==> src/rtl/pkt_sched.sv <==
`default_nettype none
// ============================================================================
// Module   : pkt_sched
// Purpose  : Packet-granular scheduler from NUM_Q per-priority packet FIFOs
//            onto a single egress stream with backpressure. Drains one whole
//            packet (sop..eop) at a time, drops packets whose head lacks sop,
//            and truncates packets longer than MAX_PKT_LEN words.
// Options  : PKT_SCHED_RR_EN - round-robin arbitration instead of strict
//            priority (index 0 highest).
// Revision : 1.0 - initial release
// ============================================================================
module pkt_sched #(
    parameter int DATA_W      = 16,
    parameter int NUM_Q       = 8,
    parameter int MAX_PKT_LEN = 32,
    parameter int CNT_W       = 16
) (
    input  logic                       clk,
    input  logic                       rst,
    input  logic [NUM_Q-1:0]           q_ready,
    input  logic [NUM_Q-1:0]           q_vld,
    input  logic [NUM_Q-1:0]           q_sop,
    input  logic [NUM_Q-1:0]           q_eop,
    input  logic [NUM_Q*DATA_W-1:0]    q_data,
    output logic [NUM_Q-1:0]           q_next_data,
    input  logic                       out_ready,
    output logic                       out_vld,
    output logic                       out_sop,
    output logic                       out_eop,
    output logic [DATA_W-1:0]          out_data,
    output logic [$clog2(NUM_Q)-1:0]   out_qid,
    output logic [CNT_W-1:0]           pkt_cnt,
    output logic [CNT_W-1:0]           err_cnt,
    output logic                       err
);

    localparam int                 c_QID_W   = $clog2(NUM_Q);
    localparam int                 c_WC_W    = $clog2(MAX_PKT_LEN + 1);
    localparam logic [1:0]         c_IDLE    = 2'd0;
    localparam logic [1:0]         c_XFER    = 2'd1;
    localparam logic [1:0]         c_FLUSH   = 2'd2;
    localparam logic [c_WC_W-1:0]  c_LAST    = c_WC_W'(MAX_PKT_LEN - 1);
    localparam logic [CNT_W-1:0]   c_CNT_MAX = '1;
    localparam logic [NUM_Q-1:0]   c_ONE     = NUM_Q'(1);

    logic [1:0]          r_state;
    logic [1:0]          w_state_nxt;
    logic [c_QID_W-1:0]  r_grant;
    logic [c_QID_W-1:0]  w_pick;
    logic [c_WC_W-1:0]   r_wcnt;
    logic                r_out_vld;
    logic                r_out_sop;
    logic                r_out_eop;
    logic [DATA_W-1:0]   r_out_data;
    logic [c_QID_W-1:0]  r_out_qid;
    logic [CNT_W-1:0]    r_pkt_cnt;
    logic [CNT_W-1:0]    r_err_cnt;
    logic                r_err;
    logic [DATA_W-1:0]   w_hd_data;
    logic                w_hd_vld;
    logic                w_hd_sop;
    logic                w_hd_eop;
    logic                w_load;
    logic                w_pop;
    logic                w_start;
    logic                w_fwd;
    logic                w_fwd_eop;
    logic                w_err_evt;
    logic                w_pkt_done;

    assign w_hd_vld = q_vld[r_grant];
    assign w_hd_sop = q_sop[r_grant];
    assign w_hd_eop = q_eop[r_grant];

    // Output register accepts a new word when empty or being consumed.
    assign w_load  = !r_out_vld || out_ready;
    // FLUSH drains regardless of downstream since nothing is forwarded.
    assign w_pop   = !rst && w_hd_vld &&
                     (((r_state == c_XFER) && w_load) || (r_state == c_FLUSH));
    assign w_start = (r_state == c_IDLE) && (|q_ready);

    assign q_next_data = w_pop ? (c_ONE << r_grant) : '0;

    assign out_vld  = r_out_vld;
    assign out_sop  = r_out_sop;
    assign out_eop  = r_out_eop;
    assign out_data = r_out_data;
    assign out_qid  = r_out_qid;
    assign pkt_cnt  = r_pkt_cnt;
    assign err_cnt  = r_err_cnt;
    assign err      = r_err;

    // Select the head word of the granted queue.
    always_comb begin
        w_hd_data = '0;
        for (int i = 0; i < NUM_Q; i++) begin
            if (r_grant == c_QID_W'(i)) begin
                w_hd_data = q_data[i*DATA_W +: DATA_W];
            end
        end
    end

`ifdef PKT_SCHED_RR_EN
    logic [c_QID_W-1:0] r_rr_ptr;

    // Pick the first ready queue at or after the round-robin pointer.
    always_comb begin
        int idx;
        idx    = 0;
        w_pick = '0;
        for (int k = NUM_Q - 1; k >= 0; k--) begin
            idx = (int'(r_rr_ptr) + k) % NUM_Q;
            if (q_ready[idx]) begin
                w_pick = c_QID_W'(idx);
            end
        end
    end

    // Advance the pointer past the queue whose packet just ended or aborted.
    always_ff @(posedge clk) begin
        if (rst) begin
            r_rr_ptr <= '0;
        end else if (w_pkt_done || w_err_evt) begin
            r_rr_ptr <= (r_grant == c_QID_W'(NUM_Q - 1)) ? '0 : r_grant + c_QID_W'(1);
        end
    end
`else
    // Strict priority: lowest ready index wins.
    always_comb begin
        w_pick = '0;
        for (int i = NUM_Q - 1; i >= 0; i--) begin
            if (q_ready[i]) begin
                w_pick = c_QID_W'(i);
            end
        end
    end
`endif

    // State register.
    always_ff @(posedge clk) begin
        if (rst) begin
            r_state <= c_IDLE;
        end else begin
            r_state <= w_state_nxt;
        end
    end

    // Next-state and per-word decode of the popped head word.
    always_comb begin
        w_state_nxt = r_state;
        w_fwd       = 1'b0;
        w_fwd_eop   = 1'b0;
        w_err_evt   = 1'b0;
        w_pkt_done  = 1'b0;
        case (r_state)
            c_IDLE: begin
                if (w_start) begin
                    w_state_nxt = c_XFER;
                end
            end
            c_XFER: begin
                if (w_pop) begin
                    if ((r_wcnt == '0) && !w_hd_sop) begin
                        // A sop-less word that also ends the fragment needs no flush.
                        w_err_evt   = 1'b1;
                        w_state_nxt = w_hd_eop ? c_IDLE : c_FLUSH;
                    end else begin
                        w_fwd     = 1'b1;
                        w_fwd_eop = w_hd_eop;
                        if (w_hd_eop) begin
                            w_pkt_done  = 1'b1;
                            w_state_nxt = c_IDLE;
                        end else if (r_wcnt == c_LAST) begin
                            w_fwd_eop   = 1'b1;
                            w_err_evt   = 1'b1;
                            w_state_nxt = c_FLUSH;
                        end
                    end
                end
            end
            c_FLUSH: begin
                if (w_pop && w_hd_eop) begin
                    w_state_nxt = c_IDLE;
                end
            end
            default: w_state_nxt = c_IDLE;
        endcase
    end

    // Grant, word counter, output register, statistics and error pulse.
    always_ff @(posedge clk) begin
        if (rst) begin
            r_grant    <= '0;
            r_wcnt     <= '0;
            r_out_vld  <= 1'b0;
            r_out_sop  <= 1'b0;
            r_out_eop  <= 1'b0;
            r_out_data <= '0;
            r_out_qid  <= '0;
            r_pkt_cnt  <= '0;
            r_err_cnt  <= '0;
            r_err      <= 1'b0;
        end else begin
            r_err <= w_err_evt;
            if (w_start) begin
                r_grant <= w_pick;
                r_wcnt  <= '0;
            end else if (w_fwd) begin
                r_wcnt <= r_wcnt + c_WC_W'(1);
            end
            if (w_load) begin
                r_out_vld  <= w_fwd;
                r_out_sop  <= w_fwd && w_hd_sop;
                r_out_eop  <= w_fwd && w_fwd_eop;
                r_out_data <= w_fwd ? w_hd_data : '0;
                r_out_qid  <= w_fwd ? r_grant : '0;
            end
            if (w_pkt_done && (r_pkt_cnt != c_CNT_MAX)) begin
                r_pkt_cnt <= r_pkt_cnt + CNT_W'(1);
            end
            if (w_err_evt && (r_err_cnt != c_CNT_MAX)) begin
                r_err_cnt <= r_err_cnt + CNT_W'(1);
            end
        end
    end

endmodule
`default_nettype wire
==> config.mk <==
export PLATFORM = sky130hd
export DESIGN_NAME = pkt_sched
export DESIGN_NICKNAME = d
export VERILOG_FILES = /design/src/rtl/pkt_sched.sv
export SDC_FILE = /design/constraint.sdc
export NUM_CORES = 1
export LEC_CHECK = 0
export ABC_AREA = 1
export ABC_CLOCK_PERIOD_IN_PS = 2400
export CAP_MARGIN = 25
export CORE_MARGIN = 2
export CORE_UTILIZATION = 25
export CTS_BUF_LIST = sky130_fd_sc_hd__clkbuf_4
export DETAILED_ROUTE_END_ITERATION = 10
export GPL_TIMING_DRIVEN = 0
export HOLD_SLACK_MARGIN = 0.05
export PLACE_DENSITY = 0.62
export SKIP_CTS_REPAIR_TIMING = 1
export SLEW_MARGIN = 5
export SYNTH_ARGS = -nofsm -noshare
export SYNTH_HDL_FRONTEND = slang
export SYNTH_SLANG_ARGS = --single-unit
export TNS_END_PERCENT = 1
==> constraint.sdc <==
create_clock -name clk -period 2.4 [get_ports clk]
set_input_delay 0.48 -clock clk [delete_from_list [all_inputs] [get_ports clk]]
set_output_delay 0.48 -clock clk [all_outputs]
set_load 0.02 [all_outputs]
==> metrics.cfg, run 1 <==
[synth]
ys_warn_count = 0
yosys.cell_types.count = 40
netlist_top_cells_count = 296 x nand2_1, 89 x nand3_1, 71 x inv_1
synth_area_leaders = dfxtp_1 25%, nand2_1 21%, nand3_1 8.6%, a21oi_1 6.0%, inv_1 5.1%
netlist_area_sq_mm = 0.00520
synth_top_area_share_pct = 25.4
syn_area_per_cell_sq_um = 6.22
yosysMostFrequentCell = nand2_1
yosysTopAreaCell = dfxtp_1
synth_flop_cell = dfxtp_1
syn_nets = 1002
synth-seq-cells = 66
synth-seq-area-share_pct = 25.4
async_reset_ff_share_pct = 0
synth_edf_count = 0
synthCells = 835

[global_routing]
grt_pass1_wl_microns = 32200
overflow = 0
track_usage_pct = 18.7
grt_max_degree = 14
antenna_found_initial = 0
grt_pass1_vias = 6028

[sta]
fin_crit_sh_pct = 101
hold_viol_final = 0
relSlewSlack_pct = 52.6
slew_viol_final = 0
fmax_mhz = 414
fin_setup_tns_ns = -0.0181
fin_worst_skew_ns = 0.0241
rsz0062_at_grt = yes
setup-violations-final = 1
setup_slack_ns = -0.0181
period_minus_slack_ns = 2.42
tightestPinTransition_ns = 0.711

[cts]
cts_tree = done
root_buffer = clkbuf_4
clk_latency_ns = 0.45
ctsLongestPathBuffers = 2
clk_pin_slew_ns = 0.14
numCtsBuffers = 9
htree_levels = 3
cts_sinks = 66

[die]
die_w_microns = 148
core_area_sq_mm = 0.0203
boundaryPins = 226
die-area_sq_mm = 0.0220
rows = 52
dieHeight_microns = 148
start_util_pct = 25.6

[critical_path]
critPathCaptureType = primary output
critPathKind = reg2out
crit_path_start_kind = flip-flop
worst-path-max-fanout = 8
worstPathRequired_ns = 1.92
critical_path.startpoint = r_grant[0]$_SDFFE_PP0P_
worstPathArrival_ns = 1.94
rr_startpoint = err_cnt[0]$_SDFFE_PP0P_

[status]
violations = setup timing
status = finished, violations left

[hold_path]
hp-class = in2reg
min_from = out_ready

[route]
viasPerCell = 4.57
wirelength_microns = 21100
drtIter0Drc = 274
wl_per_cell_microns = 15.5
drtPass1Iterations = 5
ant_nets = 0
vias = 6219
drcViolationCount = 0

[pwr]
p_clk_share_pct = 29.5
switching_power_mw = 1.05
vdd_ir_drop_max_mv = 0.181
seq_power_share_pct = 36.3
internal_power_mw = 2.04
netSwitchingFraction_pct = 34.1
leakagePower_nw = 3.20
pwr-share-comb_pct = 34.2
power.density_mw_per_mm2 = 379

[layout]
antenna_cells = 0
post-route-util_pct = 40.2
fin_area_sq_mm = 0.00815
layout-drive-gt1-share_pct = 13.8
area_delta_synth_final_pct = 56.9
finalNetCount = 1253

[placed_design]
port_buffers = 225
post_dp_cell_area_sq_mm = 0.00779
place_hpwl_microns = 16700
pre_cts_ws_ns = -0.810
place_congestion = 0.915

[run]
maxCapViolations = 0

power groups by stage:
| stage | sequential, mW | clock [mW] | combinational [mW] |
|---|---|---|---|
| final | 1.12 | 0.912 | 1.06 |
| after detailed placement | 1.14 | 0 | 0.998 |
| after global placement | 1.14 | 0 | 0.996 |
| after CTS | 1.12 | 0.945 | 1.00 |
| after global routing | 1.12 | 0.995 | 1.15 |
| after floorplan | 1.15 | 0 | 0.505 |
cells in the final DEF (no fill, tap or decap), types with 23 or more instances in the layout:
master and count:
inv_1 71, nor2_1 37, nand3_1 89, clkdlybuf4s50_1 216, nand2_1 285, dfxtp_1 64, a21oi_1 62, buf_4 25
nand4_1 30, xor2_1 23, nand2_2 24
registers in the layout, indices dropped and copies added (netlist names):
| name | flops |
|---|---|
| r_state | 2 |
| out_data | 16 |
| out_eop | 1 |
| out_vld | 1 |
| err_cnt | 16 |
| out_qid | 3 |
| r_wcnt | 6 |
| err | 1 |
| out_sop | 1 |
| pkt_cnt | 16 |
| r_grant | 3 |
cell families (layout without fill, tap and decap cells):
family	count (synthesis)	in the layout	synth area share [%]
AND/OR/NAND/NOR	539	540	49.3
buffers and inverters	113	368	10.5
AO/OA/AOI/OAI	83	83	8.74
flip-flops	66	66	25.4
XOR/XNOR	30	30	5.06
adder cells (fa/ha/maj)	4	4	0.963
worst paths after layout:
check | end | slack, ns | cells after the start
hold / removal | out_vld$_SDFFE_PP0N_ | 0.43 | 4
setup reg to reg | err_cnt[9]$_SDFFE_PP0P_ | 0.26 | 7
hold reg to reg | out_data[13]$_SDFFE_PP0N_ | 0.47 | 2
setup / recovery | q_next_data[0] | -0.02 | 9
critical path, stage by stage (launching register included):
cell and delay [ns]:
dfxtp_2 0.34, buf_6 0.13, buf_12 0.14, nand2_4 0.04, nand2_2 0.05, nand2_2 0.06, nand3_4 0.10, nand3_4 0.11
nor4_4 0.31, buf_4 0.19
layout make-up:
cell class                 instances  area [sq um]
timing repair buffer             242          2370
inverter                          76           293
sequential                        66          1320
clock inverter                     7           100
clock buffer                       9          67.6
buffer                            34           240
multi-input combinational        657          3430
tap                              270           338
fill                            2190         12100
metal layers:
layer | share of wire (%) | up-vias | track usage (%) | wire length (microns)
met3 | 7.2 | 30 | 4.08 | 1510
met1 | 43 | 2772 | 22.9 | 9020
met2 | 47 | 217 | 32.4 | 9940
met4 | 3.0 | 0 | 6.62 | 630
li1 | - | 3200 | - | -
met5 | 0 | - | 0 | 0
per-stage QoR:
step	instances	power [mW]	hold WS, ns
after floorplan	835	1.66	0.472
after global placement	1330	2.14	0.453
after detailed placement	1330	2.14	0.457
after CTS	1346	3.07	0.477
after global routing	1361	3.27	0.383
final	1361	3.09	0.429
Power figures use the tool's default switching activity.
==> run 2: changes to the inputs <==
--- a/config.mk
+++ b/config.mk
@@ -9,12 +9,12 @@
 export ABC_CLOCK_PERIOD_IN_PS = 2400
 export CAP_MARGIN = 25
 export CORE_MARGIN = 2
-export CORE_UTILIZATION = 25
+export CORE_UTILIZATION = 48
 export CTS_BUF_LIST = sky130_fd_sc_hd__clkbuf_4
 export DETAILED_ROUTE_END_ITERATION = 10
 export GPL_TIMING_DRIVEN = 0
 export HOLD_SLACK_MARGIN = 0.05
-export PLACE_DENSITY = 0.62
+export PLACE_DENSITY = 0.95
 export SKIP_CTS_REPAIR_TIMING = 1
 export SLEW_MARGIN = 5
 export SYNTH_ARGS = -nofsm -noshare
==> run 2 against run 1 <==
The run still ends with setup timing left. Die area is 47% lower. Critical path type unchanged. Via count is 10% higher. Flip-flop and latch count stayed put. Register-to-register slack worse by 0.06 ns. Clock skew is 0.0017 ns higher. Cell count is 9.0% lower. Non-clock buffer count is 10 higher. Final area is 0.72% lower.
==> metrics.cfg, run 2 (synthesized netlist as in run 1, its figures left out) <==
[die]
boundaryPins = 226  ; unchanged
die-area_sq_mm = 0.0117  ; -47%
die_w_microns = 108  ; -27%
core_area_sq_mm = 0.0104  ; -49%
dieHeight_microns = 108  ; -27%
start_util_pct = 49.9  ; +24 points
rows = 37  ; -29%

[critical_path]
critPathKind = reg2out
crit_path_max_incr_delay_ns = 0.35  ; about the same
worstPathRequired_ns = 1.92  ; about the same
worst-path-max-fanout = 7  ; -1
critPathCaptureType = primary output
slowest_stage = dfxtp_2
crit_path_start_kind = flip-flop
path_common_cell = nand2_4
cp_cell_sequence = buf_8 -> buf_6 -> nand2_4 -> nand2_4 -> nand2_4 -> nand3_4 -> nand3_4 -> nor4_4 -> buf_4
worstPathArrival_ns = 1.93  ; about the same

[sta]
setup_slack_ns = -0.0143  ; +0.00384 ns
hold_slack_ns = 0.448  ; +0.0195 ns
fin_setup_tns_ns = -0.0258  ; -0.00771 ns
slew_viol_final = 0  ; unchanged
fin_worst_skew_ns = 0.0258  ; +0.00170 ns
rsz0062_at_grt = yes
fin_crit_sh_pct = 101  ; -0.16 points
period_minus_slack_ns = 2.41  ; -0.00384 ns
relSlewSlack_pct = 51.4  ; -1.2 points
setup-violations-final = 2  ; +1
tightestPinTransition_ns = 0.729  ; +0.0175 ns
fmax_mhz = 414  ; +0.16%
hold_viol_final = 0  ; unchanged

[global_routing]
antenna_found_initial = 1  ; +1
track_usage_pct = 33.6  ; +15 points
grt_pass1_wl_microns = 30600  ; -5.1%
grt_pass1_vias = 5925  ; -1.7%
grt_max_degree = 13  ; -1
overflow = 0  ; unchanged

[placed_design]
post_dp_cell_area_sq_mm = 0.00762  ; -2.2%
pre_cts_ws_ns = -0.765  ; +0.0447 ns
port_buffers = 225  ; unchanged
place_congestion = 0.984  ; +7.6%
place_hpwl_microns = 15900  ; -4.8%

[layout]
post-route-util_pct = 77.7  ; +38 points
layout_commonest_cell = nand2_1
finalNetCount = 1263  ; +0.80%
mostFrequentLayoutCells = 285 x nand2_1, 216 x clkdlybuf4s50_1, 89 x nand3_1, 71 x inv_1, 65 x dfxtp_1
layout-drive-gt1-share_pct = 14.3  ; +0.42 points
area_delta_synth_final_pct = 55.8
fin_area_sq_mm = 0.00810  ; -0.72%

[pwr]
power.density_mw_per_mm2 = 381  ; +0.53%
vdd_ir_drop_max_mv = 0.368  ; +100%
leakagePower_nw = 3.25  ; +1.5%

[cts]
root_buffer = clkbuf_4
cts_sinks = 66  ; unchanged
numCtsBuffers = 9  ; unchanged
clk_latency_ns = 0.43  ; -0.02 ns
cts_tree = done
clk_pin_slew_ns = 0.12  ; -0.02 ns
ctsLongestPathBuffers = 2  ; unchanged
htree_levels = 3  ; unchanged

[run]
maxCapViolations = 0  ; unchanged

[route]
drcViolationCount = 0  ; unchanged
wirelength_microns = 21800  ; +3.5%
drtIter0Drc = 617  ; +130%
drtPass1Iterations = 6  ; +1
wl_per_cell_microns = 17.6  ; +14%
vias = 6856  ; +10%
ant_nets = 0  ; unchanged
viasPerCell = 5.54  ; +21%

[status]
violations = setup timing
status = finished, violations left

[hold_path]
hp-class = in2reg

## run 2: final timing paths
path                                               start                       end  slack (ns)  depth (start not counted)
worst max-delay path             r_grant[0]$_SDFFE_PP0P_            q_next_data[0]       -0.01                          9
worst min register to register  out_data[1]$_SDFFE_PP0N_  out_data[1]$_SDFFE_PP0N_        0.47                          2
worst max register to register   r_grant[0]$_SDFFE_PP0P_  err_cnt[11]$_SDFFE_PP0P_        0.20                         15
worst min-delay path                           out_ready      out_vld$_SDFFE_PP0N_        0.45                          4
## run 2: power breakdown
group | switching (mW) | leakage (nW) | internal [mW]
registers | 0.0116 | 0.533 | 1.11
clock network | 0.440 | 0.0800 | 0.420
logic | 0.578 | 2.64 | 0.525
## run 2: cell type report
type                       count  area [sq um]
clock buffer                   9          67.6
fill                         783          2320
buffer                        35           255
antenna                        1          2.50
multi-input combinational    657          3440
sequential                    66          1320
tap                          136           170
inverter                      76           298
timing repair buffer         251          2450
clock inverter                 7          92.6
## run 2: routing by layer
layer / up-vias / routed length (microns) / share of wire [%] / track usage (%)
met1: 3126 / 8260 / 38 / 40.1
met2: 423 / 10100 / 46 / 57.9
li1: 3220 / - / - / -
met5: - / 0 / 0 / 0
met4: 0 / 1150 / 5.3 / 13.7
met3: 87 / 2320 / 11 / 8.08
## run 2: critical path, delay by kind of cell (launching register included)
family	cells	cell delay [ns]
simple gates	6	0.71
flops	1	0.35
buf+inv	3	0.43
## run 2: metrics by stage
stage / std cells / total power, mW
final: 1238 / 3.08
after global routing: 1238 / 3.20
after CTS: 1212 / 2.95
after detailed placement: 1196 / 2.10
after global placement: 1196 / 2.08
after floorplan: 835 / 1.66
==> variant 1: new RTL, config.mk and constraints of run 2 <==
Change the parameter `CNT_W` from 16 to 20.
--- a/src/rtl/pkt_sched.sv
+++ b/src/rtl/pkt_sched.sv
@@ -13,7 +13,7 @@
     parameter int DATA_W      = 16,
     parameter int NUM_Q       = 8,
     parameter int MAX_PKT_LEN = 32,
-    parameter int CNT_W       = 16
+    parameter int CNT_W       = 20
 ) (
     input  logic                       clk,
     input  logic                       rst,
Ports: changed (resized err_cnt and pkt_cnt); port bits go from 226 to 234. The function was not compared with the original's and may differ.
==> variant 1 against run 2 <==
- the run still ends with negative setup slack left
- power decreased by 1.9%
- core utilization down 3.4 points
- fmax is 1.7% lower
- sequential cell count is 8 higher
- worst setup slack got worse by 0.041 ns
- synthesized area is 0.63% higher
- design area shrank 1.4%
- routed wire length is 11% lower
- highest routed layer unchanged
==> variant 1: results <==
{
  "outcome": "finished with violations",
  "violations": "negative setup slack",
  "finalNetCount": 1266,
  "ys_seq_area_share_pct": 28.3,
  "min_path_type": "register to register",
  "skew_ns": 0.0142,
  "slew_headroom_pct": 60.0,
  "grt_pass1_wl_um": 28900,
  "io_buffer_count": 232,
  "drt_first_pass_iters": 5,
  "cp.arrival_ns": 1.98,
  "comb_power_share_pct": 29.5,
  "grt_pass1_vias": 6039,
  "synth_fp_nets": 1020,
  "ys_types": 39,
  "min_path_cells": 2,
  "setup_violations": 6,
  "diodes": 0,
  "cp_slowest_cell": "clkdlybuf4s50_1",
  "setup_slack_ns": -0.0556,
  "gr-usage-all-layers_pct": 31.3,
  "leakage_nw": 3.14,
  "worst_r2r_path_depth": 11,
  "drt_wl_total_um": 19500,
  "drt_iter0_drc": 515,
  "antenna_found_initial": 0,
  "drive_above_1_share_pct": 8.42,
  "place_area_um2": 7730,
  "fin_cells": 1244,
  "critPathMaxStageDelay_ns": 0.46,
  "hold_path_startpoint": "out_data[3]",
  "synthTopCellsByCount": "nand2_1, a21oi_1, nand3_1, dfxtp_1, inv_1",
  "r2r-end": "out_data[3]",
  "synth_area_per_cell_um2": 6.13,
  "reg2reg_slack_ns": 0.24,
  "ctsRootBufferMaster": "clkbuf_4",
  "ir_worst_vdd_mv": 0.270,
  "synthTopCellsByArea": "dfxtp_1, nand2_1, a21oi_1",
  "min_to": "out_data[3]",
  "place.gp.congestion": 0.931,
  "p_int_mw": 2.11,
  "hpwl_um": 15300
}
variant 1: cell count changes after synthesis, sizes merged, moves of 4 or more:
cell | run 2 | this run
nand4 | 31 | 35
or2 | 30 | 14
xor2 | 23 | 15
nand2 | 313 | 306
a21boi | 0 | 8
clkbuf | 11 | 15
xnor2 | 7 | 15
a21oi | 71 | 87
nand3 | 95 | 87
dfxtp | 66 | 74
nor2 | 50 | 54
variant 1: power groups by stage:
stage	Clock [mW]	Combinational, mW	Sequential [mW]
after floorplan	0	0.421	1.28
after global placement	0	0.823	1.28
after detailed placement	0	0.842	1.28
after CTS	0.893	0.844	1.25
after global routing	0.948	0.971	1.26
final	0.874	0.892	1.26
variant 1: cell families after synthesis:
| logic type | share of synthesized area, % |
|---|---|
| buf+inv | 10.2 |
| flops | 28.3 |
| xor+xnor | 5.03 |
| fa+ha+maj | 0.957 |
| simple gates | 44.1 |
| compound gates | 11.3 |
variant 1: worst max-delay path by stage:
stage	startpoint	end	slack (ns)	depth (start not counted)
2_1_floorplan	out_ready	q_next_data[0]	0.21	7
3_3_place_gp	out_ready	q_next_data[1]	-0.60	9
3_5_place_dp	out_ready	q_next_data[0]	-0.65	9
4_1_cts	out_ready	q_next_data[0]	-0.66	9
5_1_grt	out_ready	q_next_data[2]	-0.09	10
6_report	out_ready	q_next_data[6]	-0.06	10
variant 1: worst max-delay path, delay by kind of cell:
kind / cells / cell delay [ns]
AOI/OAI and AO/OA: 1 / 0.17
and+or+nand+nor: 4 / 0.38
buffers and inverters: 5 / 0.96
variant 1: stage by stage:
step / util [%] / setup WS (ns) / TNS (ns) / hold slack (ns)
3_5_place_dp: 71.9 / -0.647 / -4.55 / 0.456
6_report: 74.3 / -0.0556 / -0.237 / 0.474
4_1_cts: 73.4 / -0.659 / -4.56 / 0.475
3_3_place_gp: 71.9 / -0.600 / -4.24 / 0.451
5_1_grt: 74.3 / -0.0931 / -0.497 / 0.496
2_1_floorplan: - / 0.211 / 0 / 0.461
variant 1: area by class of cell:
cell class	count	area, um^2
Buffer	36	239
Clock buffer	10	75.1
Clock inverter	6	81.3
Fill cell	873	2760
Inverter	76	297
Multi-Input combinational cell	664	3270
Sequential cell	74	1490
Tap cell	140	175
Timing Repair Buffer	238	2360
variant 1: layer usage:
metal	wire length [um]	global-route usage, %	vias up
met1	7270	33.0	2997
met4	886	16.2	0
met5	0	0	-
li1	-	-	3268
met3	1680	8.14	72
met2	9650	57.1	279
==> variant 2: new RTL, settings of run 2 <==
Without the edit above. The output `err` loses its register stage (`r_err` becomes a continuous assignment).
--- a/src/rtl/pkt_sched.sv
+++ b/src/rtl/pkt_sched.sv
@@ -199,9 +199,7 @@
             r_out_qid  <= '0;
             r_pkt_cnt  <= '0;
             r_err_cnt  <= '0;
-            r_err      <= 1'b0;
         end else begin
-            r_err <= w_err_evt;
             if (w_start) begin
                 r_grant <= w_pick;
                 r_wcnt  <= '0;
@@ -224,5 +222,7 @@
         end
     end
 
+    assign r_err = w_err_evt;
+
 endmodule
 `default_nettype wire
Formal check against the unedited RTL: not equivalent (Yosys sat finds a counterexample within 4 cycles, from zero or initial values and one cycle with rst high).
==> variant 2 against run 2 <==
- the flow still finishes with violations (negative setup slack)
- sequential share of layout area is 1.6 points higher
- worst setup slack worse by 0.31 ns
- synthesized area is 10% lower
- power is 21% lower
- fmax is 11% lower
- sequential cell count is 1 lower
- design area is 10% lower
- routed wire length is 17% lower
- count of clock-buffer cells in the layout is 1 higher
- largest power group unchanged
==> variant 2: results <==
{
  "drive_above_1_share_pct": 9.84,
  "clkTransAtPathRegs_ns": 0.09,
  "leakage_nw": 2.75,
  "ys_seq_area_share_pct": 27.9,
  "min_path_type": "register to register",
  "outcome": "finished with violations",
  "finalNetCount": 1168,
  "path_max_fanout": 6,
  "synthTopCellsByCount": "nand2_1, a21oi_1, inv_1, dfxtp_1, nand3_1",
  "grt_util_met1_pct": 36.1,
  "netlist_instances": 760,
  "n_fill_cell": 708,
  "ys_types": 36,
  "ir_worst_vdd_mv": 0.343,
  "fin_hold_ws_ns": 0.470,
  "pre_cts_ws_ns": -0.921,
  "hpwl_um": 14400,
  "place_area_um2": 7070,
  "skew_ns": 0.0119,
  "num_vias": 6015,
  "cp.arrival_ns": 2.24,
  "place.gp.congestion": 0.944,
  "via_per_inst": 5.29,
  "grt_pass1_vias": 5567,
  "setup_violations": 9,
  "dr_wl_met3_um": 1650,
  "violations": "negative setup slack",
  "drt-met1-wl_um": 6910,
  "drt_iter0_drc": 421,
  "synthTopCellsByArea": "dfxtp_1, nand2_1, a21oi_1",
  "async_reset_ff_share_pct": 0,
  "switching_share_pct": 30.9,
  "grt_use_met3_pct": 9.29,
  "setup_slack_ns": -0.324,
  "tns_ns": -2.11,
  "place_inst": 1113,
  "io_buffer_count": 224,
  "avgRoutedWirePerCell_um": 16.0,
  "drt_first_pass_iters": 6,
  "grt_max_degree": 11,
  "insertion_delay_ns": 0.41,
  "grt_pass1_wl_um": 27200,
  "slew_headroom_pct": 56.0,
  "synth_fp_nets": 927,
  "gr-usage-all-layers_pct": 33.1
}
[variant 2: cell type report]
class,instances,area (um^2),area share [%]
clock buffers,10,75.1,1.03
clock inverters,6,25.0,0.344
diodes,1,2.50,0.0344
inverters,75,285,3.92
repair buffers,230,2280,31.3
flip-flops and latches,65,1300,17.9
well taps,129,161,2.22
plain buffers,32,178,2.44
multi-input cells,588,2960,40.7
[variant 2: worst max-delay path, stage by stage]
cell             delay [ns]
clkdlybuf4s50_1        0.45
inv_1                  0.05
nand2_2                0.08
a21oi_1                0.07
nor2_1                 0.13
nand2_1                0.10
nor2_4                 0.18
clkinvlp_4             0.19
buf_6                  0.17
buf_4                  0.14
nor2_4                 0.07
buf_6                  0.13
[variant 2: path summary, 6_finish.rpt]
check	endpoint	start	depth (start not counted)
max reg2reg	out_data[0]	r_grant[2]	9
min	out_data[14]	out_data[14]	2
min reg2reg	out_data[14]	out_data[14]	2
max	q_next_data[2]	out_ready	12
[variant 2: logic make-up after synthesis]
family	Yosys count	share of synthesized area, %
adder cells (fa/ha/maj)	4	1.07
AO/OA/AOI/OAI	110	13.4
XOR/XNOR	27	5.07
flip-flops	65	27.9
buffers and inverters	107	9.84
AND/OR/NAND/NOR	447	42.7
[variant 2: power by group through the flow]
stage | logic, mW | clock network (mW) | registers (mW)
6_report | 0.757 | 0.589 | 1.11
3_5_place_dp | 0.714 | 0 | 1.13
2_1_floorplan | 0.327 | 0 | 1.13
4_1_cts | 0.717 | 0.595 | 1.10
5_1_grt | 0.831 | 0.646 | 1.11
3_3_place_gp | 0.702 | 0 | 1.13
